File: config.mk
export PLATFORM = sky130hd
export DESIGN_NAME = reset_sequencer
export DESIGN_NICKNAME = d
export VERILOG_FILES = /design/src/rtl/reset_sequencer.sv
export SDC_FILE = /design/constraint.sdc
export NUM_CORES = 1
export LEC_CHECK = 0
export CAP_MARGIN = 10
export CORE_AREA = 4 4 76 50
export CTS_BUF_LIST = sky130_fd_sc_hd__clkbuf_8
export DETAILED_ROUTE_END_ITERATION = 8
export DIE_AREA = 0 0 80 54
export PLACE_DENSITY = 0.78
export REMOVE_ABC_BUFFERS = 1
export SYNTH_ARGS = -nofsm -noshare
export SYNTH_HDL_FRONTEND = slang
export SYNTH_SLANG_ARGS = --single-unit
File: constraint.sdc
create_clock -name clk -period 1.75 [get_ports clk]
set_input_delay 0.35 -clock clk [delete_from_list [all_inputs] [get_ports clk]]
set_output_delay 0.35 -clock clk [all_outputs]
set_load 0.05 [all_outputs]
File: src/rtl/reset_sequencer.sv
`default_nettype none
// ============================================================================
// Module  : reset_sequencer
// Brief   : Power-on / software reset generator. Holds every reset domain
//           for INIT_DELAY+1 cycles, then releases channel 0, 1, ... in
//           order, STAGE_DELAY+1 cycles apart. Also tracks the cause of the
//           last restart and a saturating count of software requests.
// Revision: 1.0 - initial release
// ============================================================================
module reset_sequencer #(
    parameter int CHANNELS    = 4,
    parameter int WIDTH       = 8,
    parameter int INIT_DELAY  = 31,
    parameter int STAGE_DELAY = 15,
    parameter int CNT_WIDTH   = 8
) (
    input  logic                 clk,
    input  logic                 reset,
    input  logic                 sw_req,
    output logic [CHANNELS-1:0]  rst_out,
    output logic                 done,
    output logic                 cause,
    output logic [CNT_WIDTH-1:0] sw_count
);

    // Channel index needs at least one bit even for a single domain
    localparam int c_IDX_W = (CHANNELS > 1) ? $clog2(CHANNELS) : 1;
    localparam logic [c_IDX_W-1:0] c_LAST_IDX = c_IDX_W'(CHANNELS - 1);

    localparam logic [1:0] c_ASSERT  = 2'd0;
    localparam logic [1:0] c_RELEASE = 2'd1;
    localparam logic [1:0] c_RUN     = 2'd2;

    // Declaration values match the reset values so an FPGA configures
    // straight into the ASSERT state with every domain held.
    logic [1:0]           r_state    = c_ASSERT;
    logic [WIDTH-1:0]     r_cnt      = '0;
    logic [c_IDX_W-1:0]   r_idx      = '0;
    logic [CHANNELS-1:0]  r_rst_out  = '1;
    logic                 r_done     = 1'b0;
    logic                 r_cause    = 1'b0;
    logic [CNT_WIDTH-1:0] r_sw_count = '0;

    logic [1:0]           w_state_nxt;
    logic [WIDTH-1:0]     w_cnt_nxt;
    logic [c_IDX_W-1:0]   w_idx_nxt;
    logic [CHANNELS-1:0]  w_rst_nxt;
    logic                 w_done_nxt;
    logic                 w_cause_nxt;
    logic [CNT_WIDTH-1:0] w_sw_count_nxt;

    logic w_init_hit;
    logic w_stage_hit;

    assign w_init_hit  = (r_cnt == WIDTH'(INIT_DELAY));
    assign w_stage_hit = (r_cnt == WIDTH'(STAGE_DELAY));

    // State and output registers; reset outranks a software request
    always_ff @(posedge clk) begin
        if (reset) begin
            r_state    <= c_ASSERT;
            r_cnt      <= '0;
            r_idx      <= '0;
            r_rst_out  <= '1;
            r_done     <= 1'b0;
            r_cause    <= 1'b0;
            r_sw_count <= '0;
        end else begin
            r_state    <= w_state_nxt;
            r_cnt      <= w_cnt_nxt;
            r_idx      <= w_idx_nxt;
            r_rst_out  <= w_rst_nxt;
            r_done     <= w_done_nxt;
            r_cause    <= w_cause_nxt;
            r_sw_count <= w_sw_count_nxt;
        end
    end

    // Next state, delay counter and channel index
    always_comb begin
        w_state_nxt = r_state;
        w_cnt_nxt   = r_cnt;
        w_idx_nxt   = r_idx;
        if (sw_req) begin
            w_state_nxt = c_ASSERT;
            w_cnt_nxt   = '0;
            w_idx_nxt   = '0;
        end else begin
            case (r_state)
                c_ASSERT: begin
                    if (w_init_hit) begin
                        w_cnt_nxt   = '0;
                        w_idx_nxt   = c_IDX_W'(1);
                        w_state_nxt = (CHANNELS == 1) ? c_RUN : c_RELEASE;
                    end else begin
                        w_cnt_nxt = r_cnt + 1'b1;
                    end
                end
                c_RELEASE: begin
                    if (w_stage_hit) begin
                        w_cnt_nxt = '0;
                        w_idx_nxt = r_idx + 1'b1;
                        if (r_idx == c_LAST_IDX) begin
                            w_state_nxt = c_RUN;
                        end
                    end else begin
                        w_cnt_nxt = r_cnt + 1'b1;
                    end
                end
                c_RUN: begin
                    w_cnt_nxt = r_cnt;
                end
                default: begin
                    w_state_nxt = c_ASSERT;
                    w_cnt_nxt   = '0;
                    w_idx_nxt   = '0;
                end
            endcase
        end
    end

    // Next values of the registered outputs
    always_comb begin
        w_rst_nxt      = r_rst_out;
        w_done_nxt     = r_done;
        w_cause_nxt    = r_cause;
        w_sw_count_nxt = r_sw_count;
        if (sw_req) begin
            w_rst_nxt   = '1;
            w_done_nxt  = 1'b0;
            w_cause_nxt = 1'b1;
            if (r_sw_count != '1) begin
                w_sw_count_nxt = r_sw_count + 1'b1;
            end
        end else begin
            case (r_state)
                c_ASSERT: begin
                    w_rst_nxt = '1;
                    if (w_init_hit) begin
                        w_rst_nxt[0] = 1'b0;
                        if (CHANNELS == 1) begin
                            w_done_nxt = 1'b1;
                        end
                    end
                end
                c_RELEASE: begin
                    if (w_stage_hit) begin
                        for (int k = 0; k < CHANNELS; k++) begin
                            if (r_idx == c_IDX_W'(k)) begin
                                w_rst_nxt[k] = 1'b0;
                            end
                        end
                        if (r_idx == c_LAST_IDX) begin
                            w_done_nxt = 1'b1;
                        end
                    end
                end
                c_RUN: begin
                    w_rst_nxt  = '0;
                    w_done_nxt = 1'b1;
                end
                default: begin
                    w_rst_nxt  = '1;
                    w_done_nxt = 1'b0;
                end
            endcase
        end
    end

    assign rst_out  = r_rst_out;
    assign done     = r_done;
    assign cause    = r_cause;
    assign sw_count = r_sw_count;

endmodule
`default_nettype wire

* After elaboration in Yosys (flattened, before gate mapping)
Cells that the tools add are included. W data, S select, Z words.
Operators by class: bitwise operators 2, reduce and logical (&&, ||, !) cells 11, multiplexer cells 19, $add $sub $neg 3, equal/unequal tests 14
Operators with widths (count):
- $pmux W8 S3 | 1
- $add A8 B1 Y8 const B | 2
- $mux W8 | 2
- $ne A2 B2 Y1 const B | 6
- $pmux W2 S3 | 2
- $pmux W4 S3 | 1
- $reduce_and A2 Y1 | 5
- $eq A8 B4 Y1 const B | 1
- $eq A8 B5 Y1 const B | 1
- $mux W2 | 4
- $ne A8 B8 Y1 const B | 1
- $mux W1 | 7
- $eq A2 B2 Y1 const B | 3
- $reduce_and A3 Y1 | 2
- $eq A2 B1 Y1 const B | 2
- $logic_not A2 Y1 | 2
- $mux W4 | 1
- $reduce_and A4 Y1 | 1
- $pmux W1 S3 | 1
- $add A2 B1 Y2 const B | 1
- $not A1 Y1 | 2
- $reduce_or A2 Y1 | 1
Storage, ports and cells: bits of input ports 3, register bits after elaboration 26, logic and storage cells 59, output and inout port bits 14

* Longest topological paths before layout
depth after elaboration 4, gate-level depth with buffers 7, mapped depth without buffers 6

* Worst setup path after synthesis
OpenSTA, ideal clock, no wires.
kind reg2reg, start register r_sw_count[0] (netlist: sw_count[0]), end register r_sw_count[6] (netlist: sw_count[6]), arrival time 1.817 ns, library setup time 0.128 ns, data required time 1.622 ns, path buffers 0, slack -0.195 ns, cell stages (with the launch flop) 6, clock period less this slack 1.945 ns, cells stage by stage dfxtp_1 -> ha_1 -> nand2_1 -> or4b_2 -> o21ai_0 -> nor2_1
Between the ends: word-level cells in the longest chain between the ends 2, elaborated cells between the ends (all ways) 3, classes of those cells add/sub: 1; eq/ne: 1; reduce/logical: 1
Ends and longest elaborated chain:
- from (decl) | RTL line 42 | logic [CNT_WIDTH-1:0] r_sw_count = '0;
- from (signal assigned) | RTL line 75 | r_sw_count <= w_sw_count_nxt;
- parallel branches: the longest is 2 deep, another holds $add A8 B1 Y8
Several ways; the timed one is not identified. A chain may end at the register's enable or synchronous reset.

* Worst setup path in the final report
start register r_state[1], end register r_cnt[7]
Between the ends: word-level cells in the longest chain between the ends 2, elaborated cells between the ends (all ways) 4, classes of those cells eq/ne: 2; mux: 1; reduce/logical: 1
Ends and longest elaborated chain:
- from (decl) | RTL line 36 | logic [1:0] r_state = c_ASSERT;
- from (signal assigned) | RTL line 61 | r_state <= c_ASSERT;
- from (signal assigned) | RTL line 69 | r_state <= w_state_nxt;
- $eq A2 B2 Y1 (tied with other cells) | RTL line 89 | case (r_state)
- $pmux W8 S3 | RTL line 89
- to (signal assigned) | RTL line 70 | r_cnt <= w_cnt_nxt;
- to (decl) | RTL line 37 | logic [WIDTH-1:0] r_cnt = '0;
Several ways; a longest one is shown, not always the timed one.

==> impl_metrics.sql <==
INSERT INTO impl_metrics (metric_group, metric, value, unit) VALUES
('worst_hold_path', 'worst_hold_path.num_cells', '3', ''),
('clock_network', 'clkSinkCount', '26', ''),
('route', 'avgRoutedWirePerCell', '16.0', 'µm'),
('sta', 'timing.max_slew.rel_slack', '69.6', '%'),
('worst_hold_path', 'holdCritPathClass', 'in -> reg', ''),
('clock_network', 'clk_root_buffer_cell', 'sky130_fd_sc_hd__clkbuf_8', ''),
('critical_path', 'crit_path_end_kind', 'flip-flop', ''),
('critical_path', 'ff2ff_path_depth', '7', ''),
('route', 'drt_pre_antenna_iters', '4', ''),
('die', 'fp.dieArea', '4320', 'µm²'),
('sta', 'fin_skew', '2.28', 'ps'),
('layout', 'post_layout_nonfiller_instances', '248', ''),
('critical_path', 'crit_type', 'reg -> reg', ''),
('sta', 'timing.setup.tns', '0', 'ps'),
('clock_network', 'cts_made_buffers', '3', ''),
('critical_path', 'crit_path_start_kind', 'flip-flop', ''),
('yosys', 'synth.top_cell.area_share', '33.3', '%'),
('critical_path', 'timing.critical_path.fanout_max', '8', ''),
('power_and_ir_drop', 'max-vdd-ir-drop', '629', 'µV'),
('die', 'floorplan.io_pins', '17', ''),
('layout', 'antennaDiodeCount', '0', ''),
('global_routing', 'grt.overflow.total', '0', ''),
('critical_path', 'worst_path_max_stage_delay', '410', 'ps'),
('route', 'antenna_left', '0', ''),
('yosys', 'synth_edf_count', '0', ''),
('yosys', 'synthesis.area', '1560', 'µm²'),
('placed_design', 'dp.cells', '242', ''),
('global_routing', 'maximum_number_of_pins_on_one_net_before_global_route_repair', '18', ''),
('outcome', 'run_status', 'completed', ''),
('critical_path', 'worst-endpoint-required', '1900', 'ps'),
('placed_design', 'detailed_place_hpwl', '2950', 'µm'),
('yosys', 'ys_seq_elements', '26', ''),
('yosys', 'synthCells', '172', ''),
('yosys', 'yosysWarnings', '0', ''),
('route', 'drt_first_iter_violations', '81', ''),
('critical_path', 'worst-path-buf-inv', '2', ''),
('critical_path', 'crit_path_cell_trace', 'inv_1 > ha_4 > nor4_2 > buf_4 > a21oi_4 > a21oi_1 > o32ai_1', ''),
('global_routing', 'first_global_vias', '1368', ''),
('critical_path', 'cp_num_cells', '7', ''),
('layout', 'fraction_of_final_layout_cells_sized_beyond_drive_strength_1', '33.0', '%'),
('die', 'floorplan.die.width', '80', 'µm'),
('route', 'via_density_per_instance', '5.81', ''),
('yosys', 'synthFlopType', 'sky130_fd_sc_hd__dfxtp_1', ''),
('layout', 'area_growth_syn_to_layout', '25.0', '%'),
('clock_network', 'clockBufferDepth', '2', ''),
('yosys', 'netlist_top_cells_area', 'sky130_fd_sc_hd__dfxtp_1, sky130_fd_sc_hd__ha_1, sky130_fd_sc_hd__nor2_1, sky130_fd_sc_hd__nand2_1, sky130_fd_sc_hd__o41ai_2', ''),
('sta', 'max_freq', '589', 'MHz'),
('yosys', 'yosysUniqueCellTypes', '51', ''),
('yosys', 'synth.avg_cell_area', '9.08', 'µm²'),
('die', 'initial_core_util', '50.0', '%'),
('die', 'placement_rows', '16', ''),
('die', 'core_area', '3120', 'µm²'),
('clock_network', 'htreeDepth', '1', ''),
('power_and_ir_drop', 'p_leak', '0.788', 'nW'),
('clock_network', 'clk_pin_slew_worst_paths', '90', 'ps'),
('sta', 'report.final.hold_viol_count', '0', ''),
('yosys', 'synth_seq_area_share', '33.3', '%'),
('die', 'die_y', '54', 'µm'),
('critical_path', 'cp_delay_by_family_top', 'compound AO/OA/AOI/OAI gates', ''),
('global_routing', 'groute.usage.overall', '18.8', '%'),
('sta', 'finalWorstPathRequiredPeriod', '1700', 'ps'),
('layout', 'fill_cells', '271', ''),
('yosys', 'post-synth-top-area-cell', 'sky130_fd_sc_hd__dfxtp_1', ''),
('route', 'route.final.wire_length', '3960', 'µm'),
('sta', 'maxSlewViolCount', '0', ''),
('layout', 'layout.nets', '217', ''),
('critical_path', 'worst_path_max_delay_cell', 'sky130_fd_sc_hd__dfxtp_1', ''),
('flow_run', 'drv_cap', '0', ''),
('global_routing', 'grt_antenna_before_repair', '0', ''),
('sta', 'final_setup_violating_endpoints', '0', ''),
('clock_network', 'cts_tree', 'done', ''),
('route', 'dr_total_vias', '1441', ''),
('yosys', 'synthArstFlopShare', '0', '%'),
('sta', 'transition_at_the_pin_with_the_smallest_max_transition_slack', '455', 'ps'),
('clock_network', 'worst_skew_pair.late_latency', '270', 'ps'),
('global_routing', 'grt_first_pass_wirelength', '6270', 'µm'),
('placed_design', 'port_buffers', '16', ''),
('power_and_ir_drop', 'power.density_cell_area', '613', 'nW/µm²'),
('route', 'drc', '0', ''),
('sta', 'min_period_over_period', '97.0', '%'),
('critical_path', 'crit_arrival', '1840', 'ps'),
('placed_design', 'weighted_congestion_reported_at_the_end_of_routability_driven_placement', '0.817', '');
## tightest hold or removal path, stage by stage
cell and delay [ps]:
sky130_fd_sc_hd__dlymetal6s2s_1 160, sky130_fd_sc_hd__nor2_1 60, sky130_fd_sc_hd__nor2_1 80
## state kept, by name, summed over array words and instances, names as in the netlist
name / flops
sw_count: 8
done: 1
cause: 1
r_idx: 2
r_cnt: 8
r_state: 2
rst_out: 4
## cells by family (layout without fill, tap and decap cells)
| kind of cell | Yosys count | after routing | synth area share, % |
|---|---|---|---|
| AND/OR/NAND/NOR | 69 | 69 | 25.6 |
| AO/OA/AOI/OAI | 40 | 40 | 20.8 |
| flip-flops | 26 | 26 | 33.3 |
| buffers and inverters | 19 | 50 | 7.37 |
| adder cells (fa/ha/maj) | 10 | 10 | 8.01 |
| multiplexers | 5 | 5 | 3.29 |
| XOR/XNOR | 3 | 3 | 1.68 |
## report_power, final
group / leakage [nW] / internal, W / switching (W)
clock: 0.0357 / 0.000306 / 0.000187
combinational: 0.541 / 0.0000362 / 0.0000576
sequential: 0.211 / 0.000601 / 0.00000860
total: 0.788 / 0.000943 / 0.000253
## stage by stage
| step | hold slack [ps] | setup WS, ps | instance area [µm²] | utilization [%] | total power, W |
|---|---|---|---|---|---|
| 6_report | 405 | 53.1 | 1950 | 62.5 | 0.00120 |
| 5_1_grt | 452 | -27.1 | 1950 | 62.5 | 0.00124 |
| 4_1_cts | 495 | 12.1 | 1890 | 60.4 | 0.00120 |
| 3_5_place_dp | 461 | -199 | 1810 | 57.9 | 0.000715 |
| 3_3_place_gp | 462 | -104 | 1810 | 57.9 | 0.000711 |
| 2_1_floorplan | 422 | -184 | 1480 | - | 0.000670 |
## final timing paths
kind	from	endpoint	slack (ps)
setup / recovery	r_state[1]$_SDFFE_PP0P_	r_cnt[7]$_SDFFE_PP0N_	50
hold / removal	sw_req	cause$_SDFFE_PP0P_	400
setup reg to reg	r_state[1]$_SDFFE_PP0P_	r_cnt[7]$_SDFFE_PP0N_	50
hold reg to reg	cause$_SDFFE_PP0P_	cause$_SDFFE_PP0P_	490
## timing repair
action	4_1_cts	5_1_grt
buffers inserted	0	2
endpoints found under the setup margin	1	5
hold buffers	0	0
gates cloned	0	0
pin swaps	1	4
gates resized for setup	1	12
## Yosys cell counts, drive strengths merged (2+ instances only)
library cell  instances
a21oi                 9
a31oi                 2
a41oi                 2
and3                  2
and4                  3
buf                   6
clkbuf                5
dfxtp                26
ha                   10
inv                   8
mux2i                 4
nand2                15
nand3                 6
nand4                 7
nor2                 19
nor2b                 3
nor3                  4
nor4                  3
o211ai                3
o21ai                 7
o22ai                 3
o41ai                 5
xor2                  3
## layout make-up
cell class,count,area [µm²],area share (%)
multi-input combinational,127,978,50.1
sequential,26,523,26.8
timing repair buffer,38,293,15.0
tap,45,56.3,2.88
clock buffer,3,41.3,2.12
clock inverter,1,30.0,1.54
inverter,8,30.0,1.54
## placed cells by master (no fill, tap or decap), types with 2 or more instances in the layout
cell type and n:
sky130_fd_sc_hd__nand3_1 5, sky130_fd_sc_hd__inv_1 8, sky130_fd_sc_hd__buf_4 36, sky130_fd_sc_hd__dfxtp_1 24
sky130_fd_sc_hd__nor2b_1 2, sky130_fd_sc_hd__clkbuf_8 3, sky130_fd_sc_hd__mux2i_1 4, sky130_fd_sc_hd__o21ai_0 7
sky130_fd_sc_hd__o41ai_2 3, sky130_fd_sc_hd__ha_1 7, sky130_fd_sc_hd__nand4_1 7, sky130_fd_sc_hd__xor2_1 3
sky130_fd_sc_hd__o41ai_1 2, sky130_fd_sc_hd__ha_2 2, sky130_fd_sc_hd__nand2_1 14, sky130_fd_sc_hd__o22ai_1 3
sky130_fd_sc_hd__o211ai_1 2, sky130_fd_sc_hd__a21oi_1 8, sky130_fd_sc_hd__dfxtp_2 2, sky130_fd_sc_hd__nor2_1 19
sky130_fd_sc_hd__nor3_1 4, sky130_fd_sc_hd__a31oi_1 2
## routing by layer
layer	wire (µm)	GRT usage (%)	vias up	share of wire, %
li1	-	-	695	-
met1	1840	24.5	696	46
met2	1860	31.6	44	47
met3	226	5.18	6	5.7
met4	33	3.37	0	0.83
met5	0	0	-	0
(Power assumes the default switching activity.)
